`src/rtl/acc_apb_master_if.sv`:
```
// acc_apb_master_if: APB bus plus the source-word handshake used by acc_apb_master.
interface acc_apb_master_if;
   logic [12:0] PADDR;
   logic        PSEL;
   logic        PENABLE;
   logic        PWRITE;
   logic [31:0] PWDATA;
   logic [31:0] PRDATA;
   logic        PREADY;
   logic        PSLVERR;
   logic [31:0] src_data;
   logic        src_valid;
   logic        src_ready;
   modport master (
      output PADDR, PSEL, PENABLE, PWRITE, PWDATA, src_ready,
      input  PRDATA, PREADY, PSLVERR, src_data, src_valid
   );
   modport slave (
      input  PADDR, PSEL, PENABLE, PWRITE, PWDATA, src_ready,
      output PRDATA, PREADY, PSLVERR, src_data, src_valid
   );
endinterface

```
`src/rtl/acc_apb_master.sv`:
```
// acc_apb_master: APB master sequencing enable, A/X matrix loads, a wait gap, result reads and disable.
module acc_apb_master #(
   parameter int A_WORDS  = 3,
   parameter int X_WORDS  = 196,
   parameter int R_NUM    = 784,
   parameter int WAIT_CYC = 100
) (
   input  logic             HCLK,
   input  logic             HRESET,
   input  logic             start,
   acc_apb_master_if.master bus,
   output logic [19:0]      res_data,
   output logic             res_valid,
   output logic             busy,
   output logic             done,
   output logic             err
);
   typedef enum logic [2:0] {IDLE, EN_ON, LOAD_A, LOAD_X, WAIT, READ, EN_OFF} state_t;
   typedef enum logic [1:0] {P_IDLE, P_SETUP, P_ACCESS} phase_t;
   // Successors skip any state whose parameter count is zero.
   localparam state_t AFTER_WAIT   = R_NUM    > 0 ? READ   : EN_OFF;
   localparam state_t AFTER_LOAD_X = WAIT_CYC > 0 ? WAIT   : AFTER_WAIT;
   localparam state_t AFTER_LOAD_A = X_WORDS  > 0 ? LOAD_X : AFTER_LOAD_X;
   localparam state_t AFTER_EN_ON  = A_WORDS  > 0 ? LOAD_A : AFTER_LOAD_A;
   state_t      state, state_n, nxt;
   phase_t      phase, phase_n;
   logic [15:0] cnt, cnt_n, lim;
   logic [12:0] paddr, paddr_n;
   logic [31:0] pwdata, pwdata_n;
   logic        pwrite, pwrite_n;
   logic [19:0] res_data_n;
   logic        res_valid_n, done_n, err_n, last, load, ready;
   assign lim = state == LOAD_A ? 16'(A_WORDS) : state == LOAD_X ? 16'(X_WORDS) :
                state == WAIT ? 16'(WAIT_CYC) : state == READ ? 16'(R_NUM) : 16'd1;
   assign nxt = state == EN_ON ? AFTER_EN_ON : state == LOAD_A ? AFTER_LOAD_A :
                state == LOAD_X ? AFTER_LOAD_X : state == WAIT ? AFTER_WAIT :
                state == READ ? EN_OFF : state == EN_OFF ? IDLE : EN_ON;
   assign last = cnt + 16'd1 == lim;
   assign load = state == LOAD_A || state == LOAD_X;
   assign busy = state != IDLE;
   assign bus.PSEL = phase != P_IDLE;
   assign bus.PENABLE = phase == P_ACCESS;
   assign bus.PADDR = paddr;
   assign bus.PWDATA = pwdata;
   assign bus.PWRITE = pwrite;
   assign bus.src_ready = ready;
   always_comb begin
      state_n = state;
      phase_n = phase;
      cnt_n = cnt;
      paddr_n = paddr;
      pwdata_n = pwdata;
      pwrite_n = pwrite;
      res_data_n = res_data;
      res_valid_n = 1'b0;
      done_n = 1'b0;
      err_n = err;
      ready = 1'b0;
      if (state == IDLE) begin
         if (start) begin
            state_n = EN_ON;
            err_n = 1'b0;
         end
      end else if (state == WAIT) begin
         cnt_n = last ? 16'd0 : cnt + 16'd1;
         state_n = last ? nxt : state;
      end else if (phase == P_SETUP) begin
         phase_n = P_ACCESS;
      end else if (phase == P_ACCESS) begin
         if (bus.PREADY) begin
            phase_n = P_IDLE;
            cnt_n = last ? 16'd0 : cnt + 16'd1;
            state_n = last ? nxt : state;
            err_n = err | bus.PSLVERR;
            done_n = state == EN_OFF;
            res_valid_n = state == READ;
            res_data_n = state == READ ? bus.PRDATA[19:0] : res_data;
         end
      end else if (!load || bus.src_valid) begin
         // Bus-idle phase: launch the next transfer; loads wait for a source word.
         phase_n = P_SETUP;
         ready = load;
         pwrite_n = state != READ;
         paddr_n = state == READ ? 13'({cnt + 16'd1, 2'b00}) : state == LOAD_A ? 13'd1 :
                   state == LOAD_X ? 13'd2 : 13'h1FFF;
         pwdata_n = load ? bus.src_data : state == EN_ON ? 32'd1 : 32'd0;
      end
   end
   always_ff @(posedge HCLK) begin
      if (HRESET) begin
         state <= IDLE;
         phase <= P_IDLE;
         cnt <= '0;
         paddr <= '0;
         pwdata <= '0;
         pwrite <= 1'b0;
         res_data <= '0;
         res_valid <= 1'b0;
         done <= 1'b0;
         err <= 1'b0;
      end else begin
         state <= state_n;
         phase <= phase_n;
         cnt <= cnt_n;
         paddr <= paddr_n;
         pwdata <= pwdata_n;
         pwrite <= pwrite_n;
         res_data <= res_data_n;
         res_valid <= res_valid_n;
         done <= done_n;
         err <= err_n;
      end
   end
endmodule

```
`src/flat_wrapper.sv`:
```
// flat-port wrapper written by rule: the top's interface ports become plain ports
module acc_apb_master_flat 
#(
   parameter int A_WORDS  = 3,
   parameter int X_WORDS  = 196,
   parameter int R_NUM    = 784,
   parameter int WAIT_CYC = 100
)
  (HCLK, HRESET, start, res_data, res_valid, busy, done, err, bus_PADDR, bus_PSEL, bus_PENABLE, bus_PWRITE, bus_PWDATA, bus_src_ready, bus_PRDATA, bus_PREADY, bus_PSLVERR, bus_src_data, bus_src_valid);
  acc_apb_master_if bus_i ();
  input  logic HCLK;
  input  logic HRESET;
  input  logic start;
  output logic [19:0] res_data;
  output logic res_valid;
  output logic busy;
  output logic done;
  output logic err;
  output wire logic [$bits(bus_i.PADDR)-1:0] bus_PADDR;
  output wire logic [$bits(bus_i.PSEL)-1:0] bus_PSEL;
  output wire logic [$bits(bus_i.PENABLE)-1:0] bus_PENABLE;
  output wire logic [$bits(bus_i.PWRITE)-1:0] bus_PWRITE;
  output wire logic [$bits(bus_i.PWDATA)-1:0] bus_PWDATA;
  output wire logic [$bits(bus_i.src_ready)-1:0] bus_src_ready;
  input wire logic [$bits(bus_i.PRDATA)-1:0] bus_PRDATA;
  input wire logic [$bits(bus_i.PREADY)-1:0] bus_PREADY;
  input wire logic [$bits(bus_i.PSLVERR)-1:0] bus_PSLVERR;
  input wire logic [$bits(bus_i.src_data)-1:0] bus_src_data;
  input wire logic [$bits(bus_i.src_valid)-1:0] bus_src_valid;
  assign bus_PADDR = bus_i.PADDR;
  assign bus_PSEL = bus_i.PSEL;
  assign bus_PENABLE = bus_i.PENABLE;
  assign bus_PWRITE = bus_i.PWRITE;
  assign bus_PWDATA = bus_i.PWDATA;
  assign bus_src_ready = bus_i.src_ready;
  assign bus_i.PRDATA = bus_PRDATA;
  assign bus_i.PREADY = bus_PREADY;
  assign bus_i.PSLVERR = bus_PSLVERR;
  assign bus_i.src_data = bus_src_data;
  assign bus_i.src_valid = bus_src_valid;
  acc_apb_master #(.A_WORDS(A_WORDS), .X_WORDS(X_WORDS), .R_NUM(R_NUM), .WAIT_CYC(WAIT_CYC)) u_core (.HCLK(HCLK), .HRESET(HRESET), .start(start), .bus(bus_i), .res_data(res_data), .res_valid(res_valid), .busy(busy), .done(done), .err(err));
endmodule
```
`config.mk`:
```
export PLATFORM = sky130hd
export DESIGN_NAME = acc_apb_master_flat
export DESIGN_NICKNAME = d
export VERILOG_FILES = /design/src/rtl/acc_apb_master_if.sv /design/src/rtl/acc_apb_master.sv /design/src/flat_wrapper.sv
export SDC_FILE = /design/constraint.sdc
export NUM_CORES = 1
export LEC_CHECK = 0
export ABC_AREA = 1
export CAP_MARGIN = 10
export CORE_MARGIN = 2
export CORE_UTILIZATION = 47
export CTS_BUF_LIST = sky130_fd_sc_hd__clkbuf_8
export CTS_CLUSTER_DIAMETER = 120
export DETAILED_ROUTE_END_ITERATION = 12
export HOLD_SLACK_MARGIN = 0.02
export PLACE_DENSITY = 0.84
export SKIP_CTS_REPAIR_TIMING = 1
export SLEW_MARGIN = 20
export SYNTH_ARGS = -nofsm -noshare
export SYNTH_HDL_FRONTEND = slang
export SYNTH_SLANG_ARGS = --single-unit
```
`constraint.sdc`:
```
create_clock -name HCLK -period 2.42 [get_ports HCLK]
set_clock_uncertainty 0.05 [all_clocks]
set_input_delay 0.605 -clock HCLK [delete_from_list [all_inputs] [get_ports HCLK]]
set_output_delay 0.605 -clock HCLK [all_outputs]
set_load 0.01 [all_outputs]
```
==> reports/metrics.yaml, run 1 <==
outcome: "finished, final reports clean"
dpl.hpwl_mm: 8.31
start_kind: "register"
synthCells: 580
synth_top_cell_by_area: "dfxtp_1"
n_antenna_cell: 0
yosysMostFrequentCell: "nand2_1"
slew-limit-headroom_pct: 57.8
htree_levels: 3
clkSinkCount: 90
rows: 33
synthTopCellsByArea: "dfxtp_1 (44%), nand2_1 (13%), a21oi_1 (8.5%)"
start_util_pct: 49.2
grt_use_total_pct: 24.0
layout_setup_ws_ns: 0.184
seqCellArea_um2: 1800
drc: 0
via_per_inst: 5.21
yosysTopAreaCellShare_pct: 44.2
ys_warn_count: 0
ys_top_cells_by_count: "nand2_1 (142), dfxtp_1 (90), nor2_1 (73), a21oi_1 (69), nand3_1 (60)"
clkLatencyLatePin_ns: 0.35
grt_remaining_overflow: 0
clk_path_buf_depth: 2
finalPower_mw: 4.84
synth_edf_count: 0
crit_type: "register to output port"
io_pins: 143
die-area_um2: 9440
cts_buffers: 9
die_x_um: 97.2
crit_path_end_kind: "output port"
core_um2: 8300
power_leakage_nw: 2.18
wl_per_cell_um: 13.9
max_stage_delay_ns: 0.59
wl_mm: 11.3
grt_pass1_wl_mm: 18.9
yosysUniqueCellTypes: 29
syn-cell-area_um2: 4080
nets: 779
die_h_um: 97.2
timing.fmax_mhz: 447
synth_seq_cells: 90
antenna_found_initial: 0
cts-root-buf: "clkbuf_8"
synth_ff_type: "dfxtp_1"
syn-num-nets: 654
vdd_drop_max_v: 0.000459
seq_area_frac_synth_pct: 44.2
cap_violations: 0
dpl_cell_area_um2: 5450
hold_path_class: "register to register"
drt_iter0_markers: 284
multi_input_area_um2: 1980
cts_tree: "built"
vias: 4244
drt_pass1_iterations: 5
power_density_nw_per_um2: 853
report.final.slew_viol_count: 0
syn_area_per_cell_um2: 7.03
syn2layout_area_growth_pct: 39.1
required_ns: 1.76
timing.final.setup_violations: 0
final.period_utilization_pct: 92.4
grt_max_degree: 53
crit_slowest_cell: "clkdlybuf4s50_1"
whs_ns: 0.421
fillers: 664
final_antenna_net_count: 0
synthArstFlopShare_pct: 0
min_period_ns: 2.24
design_area_um2: 5680
place_congestion: 0.898
layout-drive-gt1-share_pct: 8.17
hold_viol: 0
arrival_ns: 1.58
worstMarginPinSlew_ns: 0.632
io_buffers: 130
clk_pin_slew_ns: 0.09
path_cells: "inv_1 -> ha_1 -> clkdlybuf4s50_1"
rsz0062_at_grt: "no"
setup-tns-final_ns: 0
dp_slack_ns: -0.0442
critPathMaxFanout: 4
first_global_vias: 4162
-- critical path: cells and delay by family (launching register included) --
family / cells / cell delay, ns
adders and majority gates: 1 / 0.23
buffers and inverters: 2 / 0.67
DFF: 1 / 0.33
-- registers in the layout, summed over array words and instances (netlist names) --
name / flops
u_core.res_valid: 1
u_core.cnt: 16
u_core.phase: 2
u_core.bus.PWRITE: 1
u_core.res_data: 20
u_core.state: 3
u_core.bus.PWDATA: 32
u_core.done: 1
u_core.err: 1
u_core.bus.PADDR: 13
-- final timing paths --
| path | depth (start not counted) | start | slack (ns) | end |
|---|---|---|---|---|
| min | 2 | u_core.bus.PWDATA[7]$_SDFFE_PP0P_ | 0.42 | u_core.bus.PWDATA[7]$_SDFFE_PP0P_ |
| max reg2reg | 16 | u_core.cnt[1]$_SDFFE_PP0P_ | 0.24 | u_core.state[1]$_SDFFE_PP0P_ |
| min reg2reg | 2 | u_core.bus.PWDATA[7]$_SDFFE_PP0P_ | 0.42 | u_core.bus.PWDATA[7]$_SDFFE_PP0P_ |
| max | 3 | u_core.phase[0]$_SDFFE_PP0P_ | 0.18 | bus_PENABLE |
-- where the power goes --
group	switching, mW	total, mW	internal, mW
registers	0.121	1.80	1.68
clock network	0.546	1.08	0.538
logic	1.18	1.96	0.777
total	1.85	4.84	2.99
-- layout make-up --
| cell class | instances | share of cell area [%] |
|---|---|---|
| Clock buffer | 11 | 2.67 |
| Clock inverter | 5 | 1.06 |
| Inverter | 39 | 2.58 |
| Multi-Input combinational cell | 422 | 35.0 |
| Sequential cell | 90 | 31.8 |
| Tap cell | 105 | 2.31 |
| Timing Repair Buffer | 143 | 24.6 |
-- routing by layer --
metal	GRT usage, %	part of all wire (%)
met3	7.70	7.6
met1	28.9	42
met5	0	0
met4	8.99	2.5
met2	40.1	48
-- cell usage in the layout (no fill, tap or decap) --
master           netlist  routed
nand3_2                2       2
nand4_1                6       6
clkinv_2               0       1
clkinv_4               0       1
ha_1                   4       4
nor4_1                 1       1
nand3_1               60      60
nor2_2                 4       4
nand4_2                1       1
o21ai_1                1       1
dfxtp_1               90      88
nor2_4                 3       4
nor3_1                 2       2
bufinv_16              0       1
o21ai_0               38      38
inv_2                  7       8
a21oi_1               69      69
clkinvlp_4             0       1
o22ai_1                1       1
buf_2                  6       1
a31oi_1                1       1
a21oi_2                1       1
dfxtp_2                0       2
clkdlybuf4s50_1        0     127
nand2_2                3       3
inv_6                  0       1
nand2_1              142     142
nand3b_1               1       1
buf_4                  3      13
xor2_1                 6       6
nand2_4                3       3
inv_1                 32      31
clkbuf_8               2      11
dlymetal6s2s_1         0       2
nor2_1                73      72
-- cell families after synthesis --
| kind of cell | after synthesis | synth area share (%) |
|---|---|---|
| flip-flops | 90 | 44.2 |
| adder cells (fa/ha/maj) | 4 | 1.23 |
| buffers and inverters | 68 | 7.39 |
| AND/OR/NAND/NOR | 301 | 32.2 |
| AO/OA/AOI/OAI | 111 | 13.8 |
| XOR/XNOR | 6 | 1.29 |
-- metrics by stage --
stage	util, %	std cells
5_1_grt	68.4	815
6_report	68.4	815
3_3_place_gp	65.7	799
3_5_place_dp	65.7	799
2_1_floorplan	-	580
4_1_cts	68.2	815
(Power assumes the default switching activity.)
==> run 2, diff against run 1 <==
Settings changed: CORE_UTILIZATION 47 to 50, PLACE_DENSITY 0.84 to 0.89.
Clock period 2.42 ns to 2.7 ns, I/O delays scaled along.
==> run 2 against run 1 <==
Net effect: combinational power fell by 9.7%; global-route usage rose by 2.9 points; cell area fell by 0.84%; clock power fell by 15%; largest power group unchanged.
==> reports/metrics.yaml, run 2 (synthesis results as in run 1) <==
crit_slowest_cell: "clkdlybuf4s50_1"  # unchanged
io_pins: 143  # unchanged
reg2reg_depth: 10  # was 16
final.period_utilization_pct: 95.2
final_cell_mix: "nand2_1 (142), clkdlybuf4s50_1 (128), dfxtp_1 (89)"  # was nand2_1 (142), clkdlybuf4s50_1 (127), dfxtp_1 (88)
clk_pin_slew_ns: 0.09  # about the same
required_ns: 1.98  # was 1.76 ns
drt_pass1_iterations: 5  # unchanged
cts_tree: "built"  # unchanged
clkLatencyLatePin_ns: 0.37  # was 0.35 ns
vdd_drop_max_v: 0.000460  # was 0.000459 V
wl_per_cell_um: 14.5  # was 13.9 um
io_buffers: 130  # unchanged
grt_pass1_wl_mm: 19.1  # was 18.9 mm
hold_path_class: "register to register"  # unchanged
grt_max_degree: 53  # unchanged
max_stage_delay_ns: 0.59  # about the same
via_per_inst: 5.36  # was 5.21
antenna_found_initial: 0  # unchanged
worstReg2RegEnd: "u_core.bus.PWDATA[0]$_SDFFE_PP0P_"  # was u_core.state[1]$_SDFFE_PP0P_
power_leakage_nw: 2.14  # was 2.18 nW
arrival_ns: 1.85  # was 1.58 ns
rows: 32  # was 33
cts_buffers: 9  # unchanged
timing.fmax_mhz: 389
crit_path_end_kind: "output port"  # unchanged
crit_end: "busy"  # was bus_PENABLE
grt_remaining_overflow: 0  # unchanged
wl_mm: 11.7  # was 11.3 mm
syn2layout_area_growth_pct: 38.0  # was 39.1%
nets: 776  # was 779
core_um2: 7810  # was 8300 um^2
dpl.hpwl_mm: 8.40  # was 8.31 mm
vias: 4335  # was 4,244
reg2reg_setup_slack_ns: 0.42  # was 0.24 ns
largest_reg_flops: 32  # unchanged
place_congestion: 0.903  # was 0.898
drc: 0  # unchanged
timing.final.setup_violations: 0  # unchanged
worstMarginPinSlew_ns: 0.627  # was 0.632 ns
critPathMaxFanout: 6  # was 4
start_util_pct: 52.3  # was 49.2%
first_global_vias: 4248  # was 4,162
slew-limit-headroom_pct: 58.2  # was 57.8%
die_x_um: 94.3  # was 97.2 um
finalPower_mw: 4.31  # was 4.84 mW
die-area_um2: 8900  # was 9440 um^2
final_antenna_net_count: 0  # unchanged
grt_use_total_pct: 26.9  # was 24.0%
hold_viol: 0  # unchanged
clk_path_buf_depth: 2  # unchanged
cap_violations: 0  # unchanged
outcome: "finished, final reports clean"  # unchanged
min_period_ns: 2.57
final_util_pct: 72.1  # was 68.4%
start_kind: "register"  # unchanged
drt_iter0_markers: 262  # was 284
path_cells: "nor2_4 -> inv_2 -> nor2_1 -> inv_1 -> clkdlybuf4s50_1"  # was inv_1 -> ha_1 -> clkdlybuf4s50_1
report.final.slew_viol_count: 0  # unchanged
power_density_nw_per_um2: 766  # was 853 nW/um^2
layout-drive-gt1-share_pct: 7.50  # was 8.17%
cp-startpoint: "u_core.state[0]$_SDFFE_PP0P_"  # was u_core.phase[0]$_SDFFE_PP0P_
final_common_cell: "nand2_1"  # unchanged
cts-root-buf: "clkbuf_8"  # unchanged
crit_type: "register to output port"  # unchanged
n_antenna_cell: 0  # unchanged
clkSinkCount: 90  # unchanged
timing.rr.start: "u_core.state[2]$_SDFFE_PP0P_"  # was u_core.cnt[1]$_SDFFE_PP0P_
htree_levels: 3  # unchanged
die_h_um: 94.3  # was 97.2 um
## run 2: routing by layer
layer | share of wire [%] | global-route usage [%] | up-vias
met4 | 3.2 | 11.4 | 0
met2 | 49 | 47.1 | 161
met1 | 40 | 31.1 | 2009
met5 | 0 | 0 | -
li1 | - | - | 2133
met3 | 7.5 | 6.86 | 32
## run 2: power by group
part | total [mW] | switching (mW) | internal [mW]
registers | 1.62 | 0.119 | 1.50
clock network | 0.921 | 0.538 | 0.383
logic | 1.77 | 1.08 | 0.691
## run 2: final cells by class
class / count / area [um^2]
fill: 633 / 2180
multi-input combinational: 422 / 1980
sequential: 90 / 1800
timing repair buffer: 140 / 1370
inverter: 39 / 146
clock buffer: 10 / 138
tap: 102 / 128
clock inverter: 6 / 56.3
## run 2: worst max-delay path, delay by kind of cell, from the launching register on
family,cells,cell delay [ns]
flops,1,0.51
buf+inv,3,0.83
simple gates,2,0.14
## run 2: worst min path at each step
stage          slack (ns)                                 end  depth (start not counted)                          startpoint
5_1_grt              0.44  u_core.bus.PWDATA[30]$_SDFFE_PP0P_                          2  u_core.bus.PWDATA[30]$_SDFFE_PP0P_
6_report             0.42  u_core.bus.PWDATA[30]$_SDFFE_PP0P_                          2  u_core.bus.PWDATA[30]$_SDFFE_PP0P_
2_1_floorplan        0.41         u_core.cnt[15]$_SDFFE_PP0P_                          2         u_core.cnt[15]$_SDFFE_PP0P_
4_1_cts              0.42  u_core.bus.PWDATA[30]$_SDFFE_PP0P_                          2  u_core.bus.PWDATA[30]$_SDFFE_PP0P_
3_5_place_dp         0.40  u_core.bus.PWDATA[30]$_SDFFE_PP0P_                          2  u_core.bus.PWDATA[30]$_SDFFE_PP0P_
3_3_place_gp         0.40  u_core.bus.PWDATA[24]$_SDFFE_PP0P_                          2  u_core.bus.PWDATA[24]$_SDFFE_PP0P_
## run 2: through the flow
| step | cells | hold WS [ns] | area (um^2) | TNS (ns) | setup WS [ns] |
|---|---|---|---|---|---|
| 6_report | 809 | 0.418 | 5630 | 0 | 0.128 |
| 3_5_place_dp | 793 | 0.405 | 5420 | 0 | 0.0901 |
| 3_3_place_gp | 793 | 0.400 | 5420 | 0 | 0.0828 |
| 4_1_cts | 809 | 0.419 | 5620 | -0.0000875 | -0.0000875 |
| 5_1_grt | 809 | 0.438 | 5630 | -0.00520 | -0.00520 |
| 2_1_floorplan | 580 | 0.407 | 4080 | 0 | 0.610 |
==> run 3, diff against run 2 <==
Settings changed: RECOVER_POWER from default to 25.
==> run 3 against run 2 <==
Net effect: sequential power barely moved; cell count did not move; fmax fell by 0.19%; count of clock-buffer cells in the layout did not move; worst hold slack got worse by 0.0025 ns; combinational power barely moved; sequential share of layout area did not move; die area did not move; first-iteration DRC count rose by 1.9%; core utilization did not move; via count barely moved; critical path type unchanged; critical endpoint unchanged.
==> reports/metrics.yaml, run 3 (synthesis results as in run 1) <==
outcome: "finished, final reports clean"  # unchanged
rows: 32  # unchanged
drt_iter0_markers: 267  # was 262
worstMarginPinSlew_ns: 1.00  # was 0.627 ns
swShare_pct: 40.4  # was 40.2%
io_buffers: 130  # unchanged
die_h_um: 94.3  # unchanged
place_congestion: 0.903  # unchanged
start_kind: "register"  # unchanged
grt_max_degree: 53  # unchanged
vdd_drop_max_v: 0.000458  # was 0.000460 V
max_stage_delay_ns: 0.59  # about the same
timing.fmax_mhz: 388  # was 389 MHz
drc: 0  # unchanged
clkSinkCount: 90  # unchanged
p_seq_share_pct: 37.8  # was 37.6%
power_leakage_nw: 2.24  # was 2.14 nW
reg2reg_setup_slack_ns: 0.41  # was 0.42 ns
antenna_found_initial: 0  # unchanged
required_ns: 1.98  # about the same
grt_remaining_overflow: 0  # unchanged
holdPathStages: 2  # unchanged
dpl.hpwl_mm: 8.40  # unchanged
drt_pass1_iterations: 5  # unchanged
final_util_pct: 72.1  # unchanged
crit_path_end_kind: "output port"  # unchanged
timing.final.setup_violations: 0  # unchanged
holdPathEnd: "u_core.bus.PWDATA[30]$_SDFFE_PP0P_"  # unchanged
reg2reg_depth: 10  # unchanged
grt_use_total_pct: 26.9  # unchanged
largest_reg_flops: 32  # unchanged
syn2layout_area_growth_pct: 38.0  # unchanged
final.period_utilization_pct: 95.4  # was 95.2%
n_antenna_cell: 0  # unchanged
p_sw_mw: 1.73  # about the same
start_util_pct: 52.3  # unchanged
crit_type: "register to output port"  # unchanged
power_density_nw_per_um2: 762  # was 766 nW/um^2
cts-root-buf: "clkbuf_8"  # unchanged
wl_per_cell_um: 14.5  # about the same
slew-limit-headroom_pct: 33.1  # was 58.2%
critPathMaxFanout: 6  # unchanged
die-area_um2: 8900  # unchanged
clkLatencyLatePin_ns: 0.37  # about the same
clkPwrFrac_pct: 21.5  # was 21.4%
clk_path_buf_depth: 2  # unchanged
hold_path_class: "register to register"  # unchanged
first_global_vias: 4248  # unchanged
cap_violations: 0  # unchanged
wl_mm: 11.8  # was 11.7 mm
layout_setup_ws_ns: 0.124  # was 0.128 ns
crit_slowest_cell: "clkdlybuf4s50_1"  # unchanged
hold_viol: 0  # unchanged
cp_top_family: "buffers and inverters"  # unchanged
arrival_ns: 1.85  # about the same
cp_num_buf_inv: 3  # unchanged
dpl_cell_area_um2: 5420  # unchanged
nets: 776  # unchanged
final_common_cell: "nand2_1"  # unchanged
grt_pass1_wl_mm: 19.1  # unchanged
report.final.slew_viol_count: 0  # unchanged
cts_tree: "built"  # unchanged
via_per_inst: 5.36  # about the same
timing.rr.start: "u_core.state[2]$_SDFFE_PP0P_"  # unchanged
htree_levels: 3  # unchanged
clk_pin_slew_ns: 0.09  # about the same
whs_ns: 0.415  # was 0.418 ns
final_antenna_net_count: 0  # unchanged
min-delay-start: "u_core.bus.PWDATA[30]$_SDFFE_PP0P_"  # unchanged
die_x_um: 94.3  # unchanged
worstReg2RegEnd: "u_core.bus.PWDATA[0]$_SDFFE_PP0P_"  # unchanged
final_cell_mix: "nand2_1 (142), clkdlybuf4s50_1 (99), dfxtp_1 (89)"  # was nand2_1 (142), clkdlybuf4s50_1 (128), dfxtp_1 (89)
layout-drive-gt1-share_pct: 7.21  # was 7.50%
path_cells: "nor2_4 -> inv_2 -> nor2_1 -> inv_1 -> clkdlybuf4s50_1"  # unchanged
cts_buffers: 9  # unchanged
dp_slack_ns: 0.0901  # unchanged
comb_power_share_pct: 40.7  # was 41.0%
design_area_um2: 5630  # unchanged
core_um2: 7810  # unchanged
intPower_mw: 2.55  # was 2.58 mW
vias: 4339  # was 4,335
io_pins: 143  # unchanged
min_period_ns: 2.58  # was 2.57 ns
[run 3: layout make-up]
class,instances,area (um^2)
well taps,102,128
multi-input cells,422,1980
inverters,39,146
repair buffers,140,1370
flip-flops and latches,90,1800
fillers,633,2180
clock inverters,6,56.3
clock buffers,10,138
[run 3: per-stage QoR]
stage	instances	setup TNS, ns	total power, mW
floorplan	580	0	2.67
global placement	793	0	3.32
detailed placement	793	0	3.38
CTS	809	-0.0000875	4.29
global route	809	-0.00520	4.54
finish	809	0	4.29
[run 3: how the worst max path moves through the flow]
| stage | from | end | slack [ns] | cells past startpoint |
|---|---|---|---|---|
| 2_1_floorplan | u_core.state[2]$_SDFFE_PP0P_ | bus_src_ready | 0.61 | 7 |
| 3_3_place_gp | bus_src_valid | bus_src_ready | 0.08 | 4 |
| 3_5_place_dp | bus_src_valid | bus_src_ready | 0.09 | 4 |
| 4_1_cts | u_core.phase[0]$_SDFFE_PP0P_ | bus_src_ready | -0.00009 | 6 |
| 5_1_grt | u_core.state[0]$_SDFFE_PP0P_ | busy | -0.005 | 5 |
| 6_report | u_core.state[0]$_SDFFE_PP0P_ | busy | 0.12 | 5 |
[run 3: worst min-delay path: cells and delay by family, from the launching register on]
| family | cells | cell delay (ns) |
|---|---|---|
| DFF | 1 | 0.32 |
| AOI/OAI and AO/OA | 1 | 0.05 |
| and+or+nand+nor | 1 | 0.06 |
[run 3: power groups by stage]
stage	sequential, mW	clock (mW)	combinational, mW
2_1_floorplan	1.69	0	0.983
3_3_place_gp	1.63	0	1.69
3_5_place_dp	1.64	0	1.74
4_1_cts	1.61	0.931	1.75
5_1_grt	1.64	0.986	1.91
6_report	1.62	0.921	1.75
[run 3: routing by layer]
metal / share of wire, % / routed length (um) / global-route usage [%] / vias to the layer above
met1: 40 / 4720 / 31.1 / 2006
met4: 3.2 / 372 / 11.4 / 0
met2: 49 / 5820 / 47.1 / 162
li1: - / - / - / 2139
met5: 0 / 0 / 0 / -
met3: 7.3 / 855 / 6.86 / 32
